File: src/rtl/delay_fifo_pkg.sv
// -----------------------------------------------------------------------------
// delay_fifo_pkg
// Shared definitions for the per-entry-delay FIFO:
//   - default parameter constants
//   - pointer-width and count-width derivation helpers
//   - entry-record layout (data, release stamp, matured flag)
// Memory word layout: {stamp, data}, with data in the low DATA_WIDTH bits.
// The matured flag is not stored in the memory word. It is kept in a
// flop vector beside it, because every entry must be updated each cycle.
// -----------------------------------------------------------------------------
package delay_fifo_pkg;

    localparam int DEF_DATA_WIDTH  = 4;
    localparam int DEF_DEPTH       = 16;
    localparam int DEF_DELAY_WIDTH = 8;

    // Default-width view of one entry record, for reference and debug.
    typedef struct packed {
        logic [DEF_DELAY_WIDTH-1:0] stamp;
        logic [DEF_DATA_WIDTH-1:0]  data;
        logic                       matured;
    } entry_t;

    // Read/write pointer width; DEPTH is a power of two, >= 2.
    function automatic int ptr_width(input int depth);
        return (depth > 1) ? $clog2(depth) : 1;
    endfunction

    // Occupancy counter must represent 0..DEPTH inclusive.
    function automatic int count_width(input int depth);
        return $clog2(depth) + 1;
    endfunction

    // Width of one stored memory word ({stamp, data}).
    function automatic int entry_width(input int data_width, input int delay_width);
        return data_width + delay_width;
    endfunction

endpackage : delay_fifo_pkg

File: src/rtl/delay_fifo_mem.sv
// -----------------------------------------------------------------------------
// delay_fifo_mem
// DEPTH x (DATA_WIDTH + DELAY_WIDTH) register array holding {stamp, data}.
// The array has one synchronous write port and one asynchronous read port for
// the head payload.
// It also has a parallel tap of every stored stamp. The parent compares each
// stamp against the free-running timer every cycle. Because of that, the stamp
// field is exposed as a flat vector.
// The contents are deliberately never reset.
//
// Ports:
//   clk         in   clock
//   i_wr_en     in   write strobe
//   i_wr_addr   in   write address
//   i_wr_data   in   payload to store
//   i_wr_stamp  in   release stamp to store
//   i_rd_addr   in   asynchronous read address (FIFO head)
//   o_rd_data   out  payload at i_rd_addr
//   o_stamps    out  all stamps, slot i at [i*DELAY_WIDTH +: DELAY_WIDTH]
// -----------------------------------------------------------------------------
module delay_fifo_mem
    import delay_fifo_pkg::*;
#(
    parameter int DATA_WIDTH  = DEF_DATA_WIDTH,
    parameter int DELAY_WIDTH = DEF_DELAY_WIDTH,
    parameter int DEPTH       = DEF_DEPTH,
    parameter int ADDR_WIDTH  = ptr_width(DEPTH)
) (
    input  logic                         clk,
    input  logic                         i_wr_en,
    input  logic [ADDR_WIDTH-1:0]        i_wr_addr,
    input  logic [DATA_WIDTH-1:0]        i_wr_data,
    input  logic [DELAY_WIDTH-1:0]       i_wr_stamp,
    input  logic [ADDR_WIDTH-1:0]        i_rd_addr,
    output logic [DATA_WIDTH-1:0]        o_rd_data,
    output logic [DEPTH*DELAY_WIDTH-1:0] o_stamps
);

    localparam int ENTRY_W = entry_width(DATA_WIDTH, DELAY_WIDTH);

    logic [ENTRY_W-1:0] r_mem [DEPTH];

    always_ff @(posedge clk) begin
        if (i_wr_en) begin
            r_mem[i_wr_addr] <= {i_wr_stamp, i_wr_data};
        end
    end

    assign o_rd_data = r_mem[i_rd_addr][DATA_WIDTH-1:0];

    genvar gi;
    generate
        for (gi = 0; gi < DEPTH; gi++) begin : g_stamp_tap
            assign o_stamps[gi*DELAY_WIDTH +: DELAY_WIDTH] = r_mem[gi][ENTRY_W-1 -: DELAY_WIDTH];
        end
    endgenerate

endmodule : delay_fifo_mem

File: src/rtl/delay_fifo.sv
// -----------------------------------------------------------------------------
// delay_fifo
// Synchronous FIFO in which every entry carries its own release delay.
// An entry becomes readable only once its delay has elapsed. Strict FIFO order
// is kept, so an unmatured head blocks younger entries behind it.
//
// Optional feature macro: DELAY_FIFO_ERR_FLAGS_EN
//   - defined:   ovf and udf are sticky error flags, cleared only by rst.
//   - undefined: ovf and udf are tied to 0.
//
// Ports:
//   clk          in   clock, rising edge
//   rst          in   synchronous active-high reset
//   wr_valid     in   producer offers an entry
//   wr_ready     out  FIFO can accept (= !full)
//   wr_data      in   payload
//   wr_delay     in   release delay in cycles for this entry
//   rd_valid     out  head present and matured
//   rd_ready     in   consumer accepts head
//   rd_data      out  head payload, 0 when rd_valid=0
//   count        out  stored entries, matured or not
//   full         out  count == DEPTH
//   empty        out  count == 0
//   almost_full  out  count >= AFULL_LEVEL
//   ovf          out  sticky: write offered while full
//   udf          out  sticky: read attempted while empty
// -----------------------------------------------------------------------------
module delay_fifo
    import delay_fifo_pkg::*;
#(
    parameter int DATA_WIDTH  = DEF_DATA_WIDTH,
    parameter int DEPTH       = DEF_DEPTH,
    parameter int DELAY_WIDTH = DEF_DELAY_WIDTH,
    parameter int AFULL_LEVEL = DEPTH - 2
) (
    input  logic                    clk,
    input  logic                    rst,
    input  logic                    wr_valid,
    output logic                    wr_ready,
    input  logic [DATA_WIDTH-1:0]   wr_data,
    input  logic [DELAY_WIDTH-1:0]  wr_delay,
    output logic                    rd_valid,
    input  logic                    rd_ready,
    output logic [DATA_WIDTH-1:0]   rd_data,
    output logic [$clog2(DEPTH):0]  count,
    output logic                    full,
    output logic                    empty,
    output logic                    almost_full,
    output logic                    ovf,
    output logic                    udf
);

    localparam int PTR_W = ptr_width(DEPTH);
    localparam int CNT_W = count_width(DEPTH);

    logic [PTR_W-1:0]             r_wr_ptr;
    logic [PTR_W-1:0]             r_rd_ptr;
    logic [CNT_W-1:0]             r_count;
    logic [DELAY_WIDTH-1:0]       r_timer;

    logic [DEPTH-1:0]             w_matured;
    logic                         w_full;
    logic                         w_empty;
    logic                         w_wr_fire;
    logic                         w_rd_fire;
    logic [DELAY_WIDTH-1:0]       w_wr_stamp;
    logic [DATA_WIDTH-1:0]        w_head_data;
    logic [DEPTH*DELAY_WIDTH-1:0] w_stamps;

    // Status decode, taken from registered state only.
    assign w_full      = (r_count == CNT_W'(DEPTH));
    assign w_empty     = (r_count == '0);
    assign full        = w_full;
    assign empty       = w_empty;
    assign count       = r_count;
    assign almost_full = (r_count >= CNT_W'(AFULL_LEVEL));

    // Handshake outputs are driven only from registered state.
    assign wr_ready = !w_full;
    assign rd_valid = !w_empty && w_matured[r_rd_ptr];
    assign rd_data  = rd_valid ? w_head_data : '0;

    assign w_wr_fire = wr_valid && !w_full;
    assign w_rd_fire = rd_valid && rd_ready;

    // The release stamp wraps modulo 2^DELAY_WIDTH, together with the timer.
    assign w_wr_stamp = r_timer + wr_delay;

    // Free-running release timer.
    always_ff @(posedge clk) begin
        if (rst) begin
            r_timer <= '0;
        end else begin
            r_timer <= r_timer + DELAY_WIDTH'(1);
        end
    end

    // Pointers and occupancy.
    always_ff @(posedge clk) begin
        if (rst) begin
            r_wr_ptr <= '0;
            r_rd_ptr <= '0;
            r_count  <= '0;
        end else begin
            if (w_wr_fire) begin
                r_wr_ptr <= r_wr_ptr + PTR_W'(1);
            end
            if (w_rd_fire) begin
                r_rd_ptr <= r_rd_ptr + PTR_W'(1);
            end
            case ({w_wr_fire, w_rd_fire})
                2'b10:   r_count <= r_count + CNT_W'(1);
                2'b01:   r_count <= r_count - CNT_W'(1);
                default: r_count <= r_count;
            endcase
        end
    end

    delay_fifo_mem #(
        .DATA_WIDTH  (DATA_WIDTH),
        .DELAY_WIDTH (DELAY_WIDTH),
        .DEPTH       (DEPTH),
        .ADDR_WIDTH  (PTR_W)
    ) u_mem (
        .clk        (clk),
        .i_wr_en    (w_wr_fire),
        .i_wr_addr  (r_wr_ptr),
        .i_wr_data  (wr_data),
        .i_wr_stamp (w_wr_stamp),
        .i_rd_addr  (r_rd_ptr),
        .o_rd_data  (w_head_data),
        .o_stamps   (w_stamps)
    );

    // Per-slot matured flag.
    // A write into the slot reloads the flag: it is set at once for a zero
    // delay, otherwise cleared. Reading the slot clears the flag. Otherwise
    // the flag latches when the timer reaches the slot's stamp, and it then
    // holds through any number of timer wraps.
    // Free slots may latch on stale stamps. That is harmless: rd_valid is
    // gated by !empty, and the next write into the slot reloads the flag.
    genvar gi;
    generate
        for (gi = 0; gi < DEPTH; gi++) begin : g_mature
            logic                   r_mat;
            logic [DELAY_WIDTH-1:0] w_stamp;

            assign w_stamp = w_stamps[gi*DELAY_WIDTH +: DELAY_WIDTH];

            always_ff @(posedge clk) begin
                if (rst) begin
                    r_mat <= 1'b0;
                end else if (w_wr_fire && (r_wr_ptr == PTR_W'(gi))) begin
                    r_mat <= (wr_delay == '0);
                end else if (w_rd_fire && (r_rd_ptr == PTR_W'(gi))) begin
                    r_mat <= 1'b0;
                end else if (w_stamp == r_timer) begin
                    r_mat <= 1'b1;
                end
            end

            assign w_matured[gi] = r_mat;
        end
    endgenerate

`ifdef DELAY_FIFO_ERR_FLAGS_EN
    logic r_ovf;
    logic r_udf;

    always_ff @(posedge clk) begin
        if (rst) begin
            r_ovf <= 1'b0;
            r_udf <= 1'b0;
        end else begin
            if (wr_valid && w_full) begin
                r_ovf <= 1'b1;
            end
            if (rd_ready && !rd_valid && w_empty) begin
                r_udf <= 1'b1;
            end
        end
    end

    assign ovf = r_ovf;
    assign udf = r_udf;
`else
    assign ovf = 1'b0;
    assign udf = 1'b0;
`endif

endmodule : delay_fifo

File: config.mk
export PLATFORM = sky130hd
export DESIGN_NAME = delay_fifo
export DESIGN_NICKNAME = d
export VERILOG_FILES = /design/src/rtl/delay_fifo_pkg.sv /design/src/rtl/delay_fifo_mem.sv /design/src/rtl/delay_fifo.sv
export SDC_FILE = /design/constraint.sdc
export NUM_CORES = 1
export LEC_CHECK = 0
export CELL_PAD_IN_SITES_DETAIL_PLACEMENT = 0
export CELL_PAD_IN_SITES_GLOBAL_PLACEMENT = 1
export CORE_MARGIN = 5
export CORE_UTILIZATION = 47
export DETAILED_ROUTE_END_ITERATION = 8
export GPL_TIMING_DRIVEN = 1
export PLACE_DENSITY_LB_ADDON = 0.1
export SYNTH_ARGS = -nofsm -noshare
export SYNTH_HDL_FRONTEND = slang
export SYNTH_SLANG_ARGS = --single-unit
File: constraint.sdc
create_clock -name clk -period 3.5 [get_ports clk]
set_input_delay 0.525 -clock clk [delete_from_list [all_inputs] [get_ports clk]]
set_output_delay 0.525 -clock clk [all_outputs]
set_load 0.005 [all_outputs]
==> results.cfg <==
[outcome]
status = complete, no violations

[floorplanning]
dieArea_um2 = 25100
start_util_pct = 47.7
rows = 54
die_x_um = 159
fp.dieH_um = 159
io_pins = 32
fp.coreArea_um2 = 21800

[yosys]
netlist_instances = 750
yosysTopAreaCellShare_pct = 55.6
yosysSeqAreaShare_pct = 63.5
synthMuxAreaShare_pct = 5.73
synth_area_leaders = edfxtp_1 (56%), xor2_1 (12%), dfxtp_1 (7.9%)
yosys.cell_types.count = 53
synth_compound_area_share_pct = 4.94
ys_ff_latch = 233
synth_top_family_by_area = XOR/XNOR gates
syn-cell-area_um2 = 10400
synth-async-reset-ratio_pct = 0
yosys.area.top_type = edfxtp_1
synth_fa_ha_area_share_pct = 2.36
synthXorXnorAreaFrac_pct = 12.7
synth.avg_cell_area_um2 = 13.8
synth-edff-count = 192
synth_flop_cell = edfxtp_1
synthSimpleGateAreaFrac_pct = 8.10
synth_warnings = 0

[setup_path]
required_ps = 2970
critPathSlowestCell = mux4_2
crit_top_cell = mux4_2
arrival_ps = 2820
path_class = flip-flop to output port
cp_max_fo = 16
path_cells = buf_4 -> mux4_2 -> mux4_2 -> nor2b_1 -> clkdlybuf4s50_1
cp-start-kind = flip-flop
cp-end-kind = output port
slowest_delay_ps = 610

[clocking]
postCtsSetupBuffers = 0
cts_tree = done
cts_hold_buf = 0
clock_path_buffers = 3
cts_root_buffer = clkbuf_16
cts.repair.resized = 0
numCtsBuffers = 25
clkTransAtPathRegs_ps = 60
htreeDepth = 1
clock_sink_count = 233
clk_latency_ps = 510

[flow_run]
maxCapViolCount = 0

[grt]
grtUsageTotal_pct = 19.8
gr-total-overflow = 0
grt_max_degree = 24
first_global_vias = 6102
grt_antenna_before_repair = 0
grt_pass1_wl_mm = 37.3

[sta]
finalClockSkew_ps = 5.80
fmax_mhz = 299
period_minus_slack_ps = 3350
setup_viol = 0
period_share_pct = 95.7
slew_violations = 0
rsz0062_at_grt = false
fin_setup_tns_ps = 0
hold_viol = 0
slew_headroom_pct = 37.7
worst_slew_pin_slew_ps = 931

[pwr]
cellPowerDensity_nw_per_um2 = 498
peakVddDrop_mv = 0.394
leakage_nw = 4.45
finalPower_mw = 5.94

[routing]
routedWlPerCell_um = 21.8
ant_nets = 0
vias = 6046
first_iter_violations = 487
vias_per_cell = 5.47
drc = 0
wirelength_mm = 24.1
dr.pass1.iters = 6

[placement]
io_buffers = 29
routabilityCongestion = 0.799
dp_cells = 1061
dp_hpwl_mm = 16.0
place_area_um2 = 11200

[cells_and_area]
instances_no_fill = 1106
final_common_cell = edfxtp_1
nFillCells = 1815
finalInstanceArea_um2 = 11900
final_nets = 843
drive_above_1_share_pct = 12.5
final_cell_mix = edfxtp_1 (192), xor2_1 (139), nor2_1 (63)
n_antenna_cell = 0
syn2layout_area_growth_pct = 15.1

[min_path]
hold_path.class = flip-flop to flip-flop
-- worst max-delay path: cells and delay by family, from the launching register on --
kind	cells	cell delay [ps]
buffers and inverters	2	790
flip-flops	1	300
multiplexers	2	1070
AND/OR/NAND/NOR	1	150
-- Yosys cell counts, drive strengths merged (3+ instances only) --
master / n
a211o: 3
a21oi: 50
a31oi: 3
and3: 3
buf: 18
clkbuf: 23
dfxtp: 41
edfxtp: 192
ha: 18
inv: 23
mux2: 3
mux2i: 11
mux4: 20
nand2: 11
nand2b: 4
nand3: 16
nor2: 63
nor2b: 17
nor3: 6
nor4: 37
o21a: 6
o21ai: 4
xnor2: 12
xor2: 139
-- registers in the layout (all words and copies together) (netlist names), named ones only --
| name | cells |
|---|---|
| count | 5 |
| r_rd_ptr | 4 |
| r_timer | 8 |
| r_wr_ptr | 4 |
| g_mature.r_mat | 16 |
| u_mem.r_mem | 192 |
-- routing by layer --
metal	track usage (%)	routed length (µm)	up-vias
li1	-	-	2843
met1	28.3	10900	3036
met2	33.2	11900	142
met3	2.88	1040	25
met4	3.13	278	0
met5	0	0	-
-- per-stage QoR --
stage               util (%)  hold slack (ps)  setup WS, ps
floorplan                  -              554          10.4
global placement        51.3              581           230
detailed placement      51.3              595           144
CTS                     54.9              609          82.5
global route            54.9              642          8.76
finish                  54.9              605           151
-- logic make-up (layout without fill, tap and decap cells) --
logic type | Yosys count | after routing
AO/OA/AOI/OAI | 83 | 83
XOR/XNOR | 151 | 151
adder cells (fa/ha/maj) | 19 | 19
buffers and inverters | 64 | 139
flip-flops | 233 | 233
multiplexers | 34 | 34
other | 1 | 2
AND/OR/NAND/NOR | 165 | 165
-- power breakdown --
group	total, mW	leakage, nW	switching [mW]	internal (mW)
Combinational	0.370	2.01	0.243	0.127
Sequential	3.10	2.07	0.0203	3.08
Clock	2.47	0.378	1.00	1.47
Total	5.94	4.45	1.26	4.68
-- final cells by class --
cell class	instances	area, µm²	share of cell area (%)
Tap cell	280	350	2.93
Clock inverter	6	52.6	0.440
Clock buffer	39	718	6.01
Inverter	23	86.3	0.723
Timing Repair Buffer	71	618	5.18
Multi-Input combinational cell	454	3530	29.5
Sequential cell	233	6590	55.2
-- path summary, 6_finish.rpt --
check        slack (ps)  depth (start not counted)         from     endpoint
max                 150                          5    flip-flop   rd_data[0]
min                 610                          2  r_wr_ptr[0]  r_wr_ptr[0]
max reg2reg         240                         13     count[0]     count[4]
min reg2reg         610                          2  r_wr_ptr[0]  r_wr_ptr[0]
(Power assumes the default switching activity.)
==> RTL edit: new RTL, same settings <==
Build with the macro `DELAY_FIFO_ERR_FLAGS_EN` defined.
--- a/src/rtl/delay_fifo.sv
+++ b/src/rtl/delay_fifo.sv
@@ -25,6 +25,8 @@
 //   ovf          out  sticky: write offered while full
 //   udf          out  sticky: read attempted while empty
 // -----------------------------------------------------------------------------
+`define DELAY_FIFO_ERR_FLAGS_EN
+
 module delay_fifo
     import delay_fifo_pkg::*;
 #(
Check against the original RTL: not equivalent (a bounded check fails within 4 cycles, from zero or initial values and one cycle with rst high).
==> RTL edit against the original RTL <==
Wire length is 3.2% higher. Setup slack better by 42 ps. Global-route usage is 0.66 points higher. Sequential cell count is 2 higher. Final area is 0.84% higher. Power is 4.3% higher. Clock power is 9.7% higher. First-iteration DRC count is 2.7% lower. Non-clock buffer count is 7 higher. Critical path depth stayed put. Area after synthesis is 0.52% lower.
==> RTL edit: results (changes against the original RTL) <==
Synth async-reset ratio 0% (unchanged); first-pass GRT wire length 38.3 mm (was 37.3 mm); Total Routed Length 24.8 mm (was 24.1 mm); metal2 WL 12.1 mm (was 11.9 mm); Comb group 0.372 mW; most frequent cells after synthesis edfxtp_1 (192), xor2_1 (137), nor2_1 (54) (was edfxtp_1 (192), xor2_1 (139), nor2_1 (63)); CTS Root Cell clkbuf_16 (unchanged); syn_area_per_cell 14.2 um2 (was 13.8 um2); peak supply drop 263 uV (was 394 uV); share of layout cells above drive strength 1 14.9% (was 12.5%); Final Net Count 831 (was 843); placed cell count 1,050 (was 1,061); H-tree levels 1 (unchanged); met3 Resource Use GR 2.57% (was 2.88%); CTS Buf Count 24 (was 25); wire length per cell 22.7 um (was 21.8 um); Crit path arrival time 2780 ps (was 2820 ps); total power 6.20 mW (was 5.94 mW); CP delay by family, top multiplexers (unchanged); total track usage 20.5% (was 19.8%); sequential share of the synthesized area 64.2% (was 63.5%); P_leak 4.39 nW (was 4.45 nW); vias 6,044 (was 6,046); Metal-1 WL 11.3 mm (was 10.9 mm); Synth cell types 50 (was 53); xor-xnor portion of the synthesized cell area 12.7% (about the same); Slew HR 44.8% (was 37.7%); status complete, no violations (unchanged); router iterations before antenna repair 5 (was 6); max incr delay on CP 580 ps (was 610 ps); clock skew 9.68 ps (was 5.80 ps); Syn Nets 762; Switch Pwr 1.29 mW (was 1.26 mW); GP Congestion 0.855 (was 0.799); crit path max fanout 16 (unchanged); met2 track demand over resource 33.5% (was 33.2%); Clk. pwr 2.71 mW (was 2.47 mW); initial antenna violation count 0 (unchanged); mux share of post-synthesis cell area 6.18% (was 5.73%); Synth Area in Compound Gates 4.79% (was 4.94%); met3 wire length 1.06 mm (was 1.04 mm); DP Wirelength 16.0 mm (about the same); DR top layer met4 (unchanged); synthesized-area fraction occupied by adder cells 2.38% (was 2.36%); area after detailed placement 11,200 um2 (about the same); Post-synth EDFFs 192 (unchanged); largest net degree at the start of global routing 31 (was 24); post-CTS sizing 1 (was 0); M1 GR Usage 29.7% (was 28.3%); Hold WC Path Type flip-flop to flip-flop (unchanged); vias in the first global route 6,366 (was 6,102); port bufs 31 (was 29); largest cells by area after synthesis edfxtp_1 (56%), xor2_1 (12%), dfxtp_1 (8.3%) (was edfxtp_1 (56%), xor2_1 (12%), dfxtp_1 (7.9%)); initial drt markers 474 (was 487); dpl ws 207 ps (was 144 ps)
RTL edit: changes by cell type after synthesis, moves of 4 or more:
cell     before  now
nor3_1        4   12
nor2b_1      17   10
o21ai_0       3    7
buf_2         8    4
nor2_1       63   54
o21a_1        6    1
nand2_1      11   18
inv_1        23   19
a31oi_1       3    8
a21oi_1      50   37
nand3_1      16    5
RTL edit: path summary, 6_finish.rpt:
| check | startpoint | end | slack, ps | cells after the start |
|---|---|---|---|---|
| setup / recovery | flip-flop | rd_data[2] | 190 | 5 |
| hold / removal | udf | udf | 470 | 2 |
| setup reg to reg | r_rd_ptr[0] | count[4] | 290 | 14 |
| hold reg to reg | udf | udf | 470 | 2 |
RTL edit: cell type report:
type | instances | area [um2]
Clock buffer | 32 | 652
Clock inverter | 12 | 188
Fill cell | 1769 | 9710
Inverter | 20 | 75.1
Multi-Input combinational cell | 437 | 3490
Sequential cell | 235 | 6630
Tap cell | 280 | 350
Timing Repair Buffer | 78 | 658
